`config.mk`:
```
export PLATFORM = sky130hd
export DESIGN_NAME = conv_window_reader
export DESIGN_NICKNAME = d
export VERILOG_FILES = /design/src/rtl/conv_window_reader.sv
export SDC_FILE = /design/constraint.sdc
export NUM_CORES = 1
export LEC_CHECK = 0
export ABC_AREA = 1
export ABC_CLOCK_PERIOD_IN_PS = 6300
export CELL_PAD_IN_SITES_DETAIL_PLACEMENT = 2
export CELL_PAD_IN_SITES_GLOBAL_PLACEMENT = 2
export CORE_MARGIN = 8
export CORE_UTILIZATION = 35
export DETAILED_ROUTE_END_ITERATION = 8
export PLACE_DENSITY = 0.9
export SLEW_MARGIN = 20
export SYNTH_ARGS = -nofsm -noshare
export SYNTH_HDL_FRONTEND = slang
export SYNTH_SLANG_ARGS = --single-unit
```
`constraint.sdc`:
```
create_clock -name clk -period 6.3 [get_ports clk]
set_input_delay 1.89 -clock clk [delete_from_list [all_inputs] [get_ports clk]]
set_output_delay 1.89 -clock clk [all_outputs]
set_load 0.02 [all_outputs]
```
`src/rtl/conv_window_reader.sv`:
```
// conv_window_reader: read-side sequencer for the image RAM.
// Walks every KxK window of the stored IMG_DIM x IMG_DIM image in row-major
// order, issues one RAM read per window pixel, assembles the window and hands
// it to the convolution MAC over a valid/ready handshake. done pulses once
// after the last window is accepted.
//
// Ports:
//   clk        rising-edge clock
//   clr_n      asynchronous active-low reset
//   start      begin a frame (sampled only in IDLE)
//   rd_en      RAM read strobe
//   rd_addr    RAM read address, row*IMG_DIM+col
//   rd_data    RAM read data, valid one cycle after rd_en/rd_addr
//   win_valid  window output valid
//   win_ready  consumer accepts window
//   win_data   window pixels, pixel k=r*K+c at bits [k*PIX_W +: PIX_W]
//   win_pos    window index, row-major
//   busy       high in every state except IDLE
//   done       one-cycle pulse at frame end
module conv_window_reader #(
    parameter int unsigned PIX_W   = 4,
    parameter int unsigned IMG_DIM = 4,
    parameter int unsigned K       = 3,
    parameter int unsigned ADDR_W  = 4
) (
    input  logic                   clk,
    input  logic                   clr_n,
    input  logic                   start,
    output logic                   rd_en,
    output logic [ADDR_W-1:0]      rd_addr,
    input  logic [PIX_W-1:0]       rd_data,
    output logic                   win_valid,
    input  logic                   win_ready,
    output logic [K*K*PIX_W-1:0]   win_data,
    output logic [1:0]             win_pos,
    output logic                   busy,
    output logic                   done
);

    localparam int unsigned NPIX   = K * K;
    localparam int unsigned LAST_K = NPIX - 1;
    localparam int unsigned NWIN   = IMG_DIM - K + 1;
    localparam int unsigned K_W    = (NPIX > 1) ? $clog2(NPIX) : 1;
    localparam int unsigned WIN_W  = (NWIN > 1) ? $clog2(NWIN) : 1;

    typedef enum logic [2:0] {
        S_IDLE,
        S_FETCH,
        S_WAIT,
        S_PRESENT,
        S_DONE
    } state_t;

    state_t                         state_q, state_d;
    logic [K_W-1:0]                 k_q, k_d;
    logic [WIN_W-1:0]               wr_q, wr_d;
    logic [WIN_W-1:0]               wc_q, wc_d;
    logic                           rd_en_d;
    logic [ADDR_W-1:0]              rd_addr_d;
    logic                           win_valid_d;
    logic [1:0]                     win_pos_d;
    logic                           busy_d;
    logic                           done_d;
    logic                           last_win;
    logic [NPIX-1:0][PIX_W-1:0]     slot_q;

    // RAM address of pixel k inside window (wr, wc)
    function automatic logic [ADDR_W-1:0] pix_addr(
        input logic [WIN_W-1:0] wr,
        input logic [WIN_W-1:0] wc,
        input logic [K_W-1:0]   k
    );
        int unsigned row;
        int unsigned col;
        row = 32'(wr) + 32'(k) / K;
        col = 32'(wc) + 32'(k) % K;
        return ADDR_W'(row * IMG_DIM + col);
    endfunction

    assign last_win = (wr_q == WIN_W'(NWIN - 1)) && (wc_q == WIN_W'(NWIN - 1));
    assign win_data = slot_q;

    // Next-state logic; registered outputs are derived from the next state
    // so they line up with the state they belong to.
    always_comb begin
        state_d     = state_q;
        k_d         = k_q;
        wr_d        = wr_q;
        wc_d        = wc_q;
        rd_en_d     = 1'b0;
        rd_addr_d   = rd_addr;
        win_valid_d = 1'b0;
        win_pos_d   = win_pos;
        busy_d      = 1'b0;
        done_d      = 1'b0;

        case (state_q)
            S_IDLE: begin
                if (start) begin
                    state_d = S_FETCH;
                    k_d     = '0;
                    wr_d    = '0;
                    wc_d    = '0;
                end
            end
            S_FETCH: begin
                if (k_q == K_W'(LAST_K)) begin
                    state_d = S_WAIT;
                end else begin
                    k_d = k_q + K_W'(1);
                end
            end
            S_WAIT: begin
                state_d = S_PRESENT;
            end
            S_PRESENT: begin
                if (win_ready) begin
                    if (last_win) begin
                        state_d = S_DONE;
                    end else begin
                        state_d = S_FETCH;
                        k_d     = '0;
                        if (wc_q == WIN_W'(NWIN - 1)) begin
                            wc_d = '0;
                            wr_d = wr_q + WIN_W'(1);
                        end else begin
                            wc_d = wc_q + WIN_W'(1);
                        end
                    end
                end
            end
            S_DONE: begin
                state_d = S_IDLE;
            end
            default: begin
                state_d = S_IDLE;
            end
        endcase

        rd_en_d = (state_d == S_FETCH);
        if (rd_en_d) begin
            rd_addr_d = pix_addr(wr_d, wc_d, k_d);
        end
        // window index only moves when a new fetch begins
        if ((state_d == S_FETCH) && (state_q != S_FETCH)) begin
            win_pos_d = 2'(32'(wr_d) * NWIN + 32'(wc_d));
        end
        win_valid_d = (state_d == S_PRESENT);
        busy_d      = (state_d != S_IDLE);
        done_d      = (state_d == S_DONE);
    end

    // State, counters and registered outputs
    always_ff @(posedge clk or negedge clr_n) begin
        if (!clr_n) begin
            state_q   <= S_IDLE;
            k_q       <= '0;
            wr_q      <= '0;
            wc_q      <= '0;
            rd_en     <= 1'b0;
            rd_addr   <= '0;
            win_valid <= 1'b0;
            win_pos   <= '0;
            busy      <= 1'b0;
            done      <= 1'b0;
        end else begin
            state_q   <= state_d;
            k_q       <= k_d;
            wr_q      <= wr_d;
            wc_q      <= wc_d;
            rd_en     <= rd_en_d;
            rd_addr   <= rd_addr_d;
            win_valid <= win_valid_d;
            win_pos   <= win_pos_d;
            busy      <= busy_d;
            done      <= done_d;
        end
    end

    // Pixel capture: read data lags the address by one cycle, so FETCH
    // cycle k stores pixel k-1 and WAIT stores the final pixel.
    always_ff @(posedge clk or negedge clr_n) begin
        if (!clr_n) begin
            slot_q <= '0;
        end else if ((state_q == S_FETCH) && (k_q != '0)) begin
            slot_q[k_q - K_W'(1)] <= rd_data;
        end else if (state_q == S_WAIT) begin
            slot_q[LAST_K] <= rd_data;
        end
    end

endmodule

```
==> metrics <==
clock buffer depth=2; Highest Clock Rate=178.4 MHz; status=complete, no violations; syn nets=326; max_cap viols=0; final HPWL from detailed placement=7.284 mm; core area=0.008175 mm²; cts bufs inserted=5; htree depth=2; syn_area_per_cell=9.619 µm²; Required @ worst endpoint=6.52 ns; clock slew at reported path FFs=0.10 ns; Routed Wire Length=9.210 mm; Seq/Total Area, Yosys=0.4707; Worst Reg-to-Reg Cells=29; highest routed layer=met4; commonest non-fill, non-tap cell in the layout=nand2_1; routed vias/inst=5.107; metal3 WL=293 µm; CP Class=input port to register; total grt overflow=0; Hold WC Path Type=register to register; CTS root buf=clkbuf_8; Worst-Skew Late Latency=0.32 ns; footprint of the multi-input gates=0.001404 mm²; DRT Pass-1 Iters=4; Critical Path Fanout Max=8; warnings from Yosys=0; Die ar.=0.01153 mm²; Post-Synthesis Cells=304; Final min period=5.606 ns; global-route total usage across every layer=0.1680; setup violators final=0; fin area=0.003684 mm²; synth unique cells=30; fillcell total=890; share of layout cells above drive strength 1=0.1758; RR Endpoint=rd_addr[3]; setup bufs post-CTS=0; Slew HR=0.5244; internal reg-to-reg setup slack=1.58 ns; Final Hold Fails=0; fin crit share=0.8898; Reg-to-Reg Start=k_q[0]; I/O Buffers=53; # nets final=385; Max Slew Vio Count=0; antenna violations before repair=0; die height=107.4 µm; Rows=33; Core Util, Final=0.4506; Iteration-0 DRC Markers=30; metal2 WL=4.998 mm; Seq. cell area=0.001376 mm²; Top-Level Pins=54; Hold Buf Count CTS=0; DR vias=2395; post-synth design cell area=0.002924 mm²; # diodes=0; first-pass GRT wire length=15.06 mm; routability cong.=0.8405; clock skew=0.01045 ns; critical path arrival=5.82 ns; RSZ-0062 raised after global routing=false; most frequent cells in the layout=64 x nand2_1, 55 x dfrtp_1, 52 x clkdlybuf4s50_1; ANT nets after route=0; post-cts sizing count=0; nature of the critical path endpoint=register; vias in the first global route=2707; largest net degree at the start of global routing=56; Setup TNS Final=0 ns; Worst-Margin Slew=0.7071 ns; CTS tree=built; launch point of the critical path=win_ready; area grow syn2layout=25.97%; #FFs+latches synth=55; DR WL/cell=19.64 µm; M1 WL=3.773 mm; Initial Utilization=0.3577; Area after DPL=0.003572 mm²; crit path to=rd_addr[3]; Worst Setup Start Kind=input port; post-route DRC violation count=0; Die Wd=107.4 µm; clk sink count=55
==> sequential cells by signal, indices dropped and copies added (netlist names), 2 cells and up <==
signal and flops:
win_pos 2, state_q 3, win_data 36, k_q 4
rd_addr 4
==> metal layers <==
layer	track usage	up-vias
met4	0.05154	0
met2	0.3147	36
li1	-	1120
met3	0.02635	11
met1	0.1895	1228
met5	0	-
==> cell type report <==
type	instances	share of cell area
Multi-Input combinational cell	213	0.3811
Sequential cell	55	0.3736
Timing Repair Buffer	54	0.1447
Tap cell	105	0.03567
Inverter	34	0.03465
Clock buffer	6	0.01970
Clock inverter	2	0.01053
==> worst max-delay path, cell delays in order <==
cell	delay, ns
clkdlybuf4s50_1	0.53
inv_1	0.18
a21oi_1	0.06
nor2_1	0.12
nor2_1	0.07
nand2_1	0.06
nand2_1	0.12
nor2_1	0.24
ha_1	0.25
ha_1	0.23
a21oi_4	0.07
o21ai_4	0.13
nand2_1	0.13
nand2_1	0.10
inv_1	0.05
ha_1	0.21
a21oi_2	0.16
nand3_4	0.12
ha_1	0.30
ha_1	0.33
nand2_1	0.08
inv_1	0.05
nand3_2	0.06
nand2_1	0.07
inv_1	0.05
nand2_1	0.05
nand3_1	0.06
nand2_1	0.05
==> cells in the mapped netlist (all sizes together) <==
cell	instances	share of area
xnor2	2	0.0060
buf	2	0.0056
or3	1	0.0021
ha	14	0.060
a21oi	7	0.021
o21ai	12	0.024
nand2	72	0.099
nand4	8	0.017
or2	1	0.0021
nand3	29	0.061
o211ai	1	0.0026
dfrtp	55	0.47
and2	1	0.0021
nor2	23	0.035
xor2	3	0.0090
inv	34	0.044
nor3	3	0.0051
a31oi	2	0.0043
a21boi	1	0.0026
mux2	33	0.13
==> cells by family after synthesis <==
logic type / Yosys count / synth area share
simple gates: 138 / 0.2234
flops: 55 / 0.4707
buf+inv: 36 / 0.04921
mux: 33 / 0.1271
compound gates: 23 / 0.05477
fa+ha+maj: 14 / 0.05991
xor+xnor: 5 / 0.01498
==> how the worst min path moves through the flow <==
stage	start	to	slack, ns	cells after the start
4_1_cts	rd_addr[1]	rd_addr[1]	0.51	2
2_1_floorplan	state_q[2]	state_q[1]	0.56	2
5_1_grt	rd_addr[1]	rd_addr[1]	0.53	2
6_report	rd_addr[1]	rd_addr[1]	0.50	2
3_3_place_gp	rd_addr[1]	rd_addr[1]	0.47	2
3_5_place_dp	rd_addr[1]	rd_addr[1]	0.48	2
==> through the flow <==
stage                     hold slack, ns  std cells  setup slack [ns]
after global placement            0.4686        461            0.6544
final                             0.4990        469            0.6940
after CTS                         0.5089        469            0.6671
after global routing              0.5318        469            0.3286
after floorplan                   0.5583        304             1.466
after detailed placement          0.4768        461            0.3605
Power is left out: the tool's default activity adds up to more than one toggle a clock period on the data nets, which glitch-free logic cannot reach.
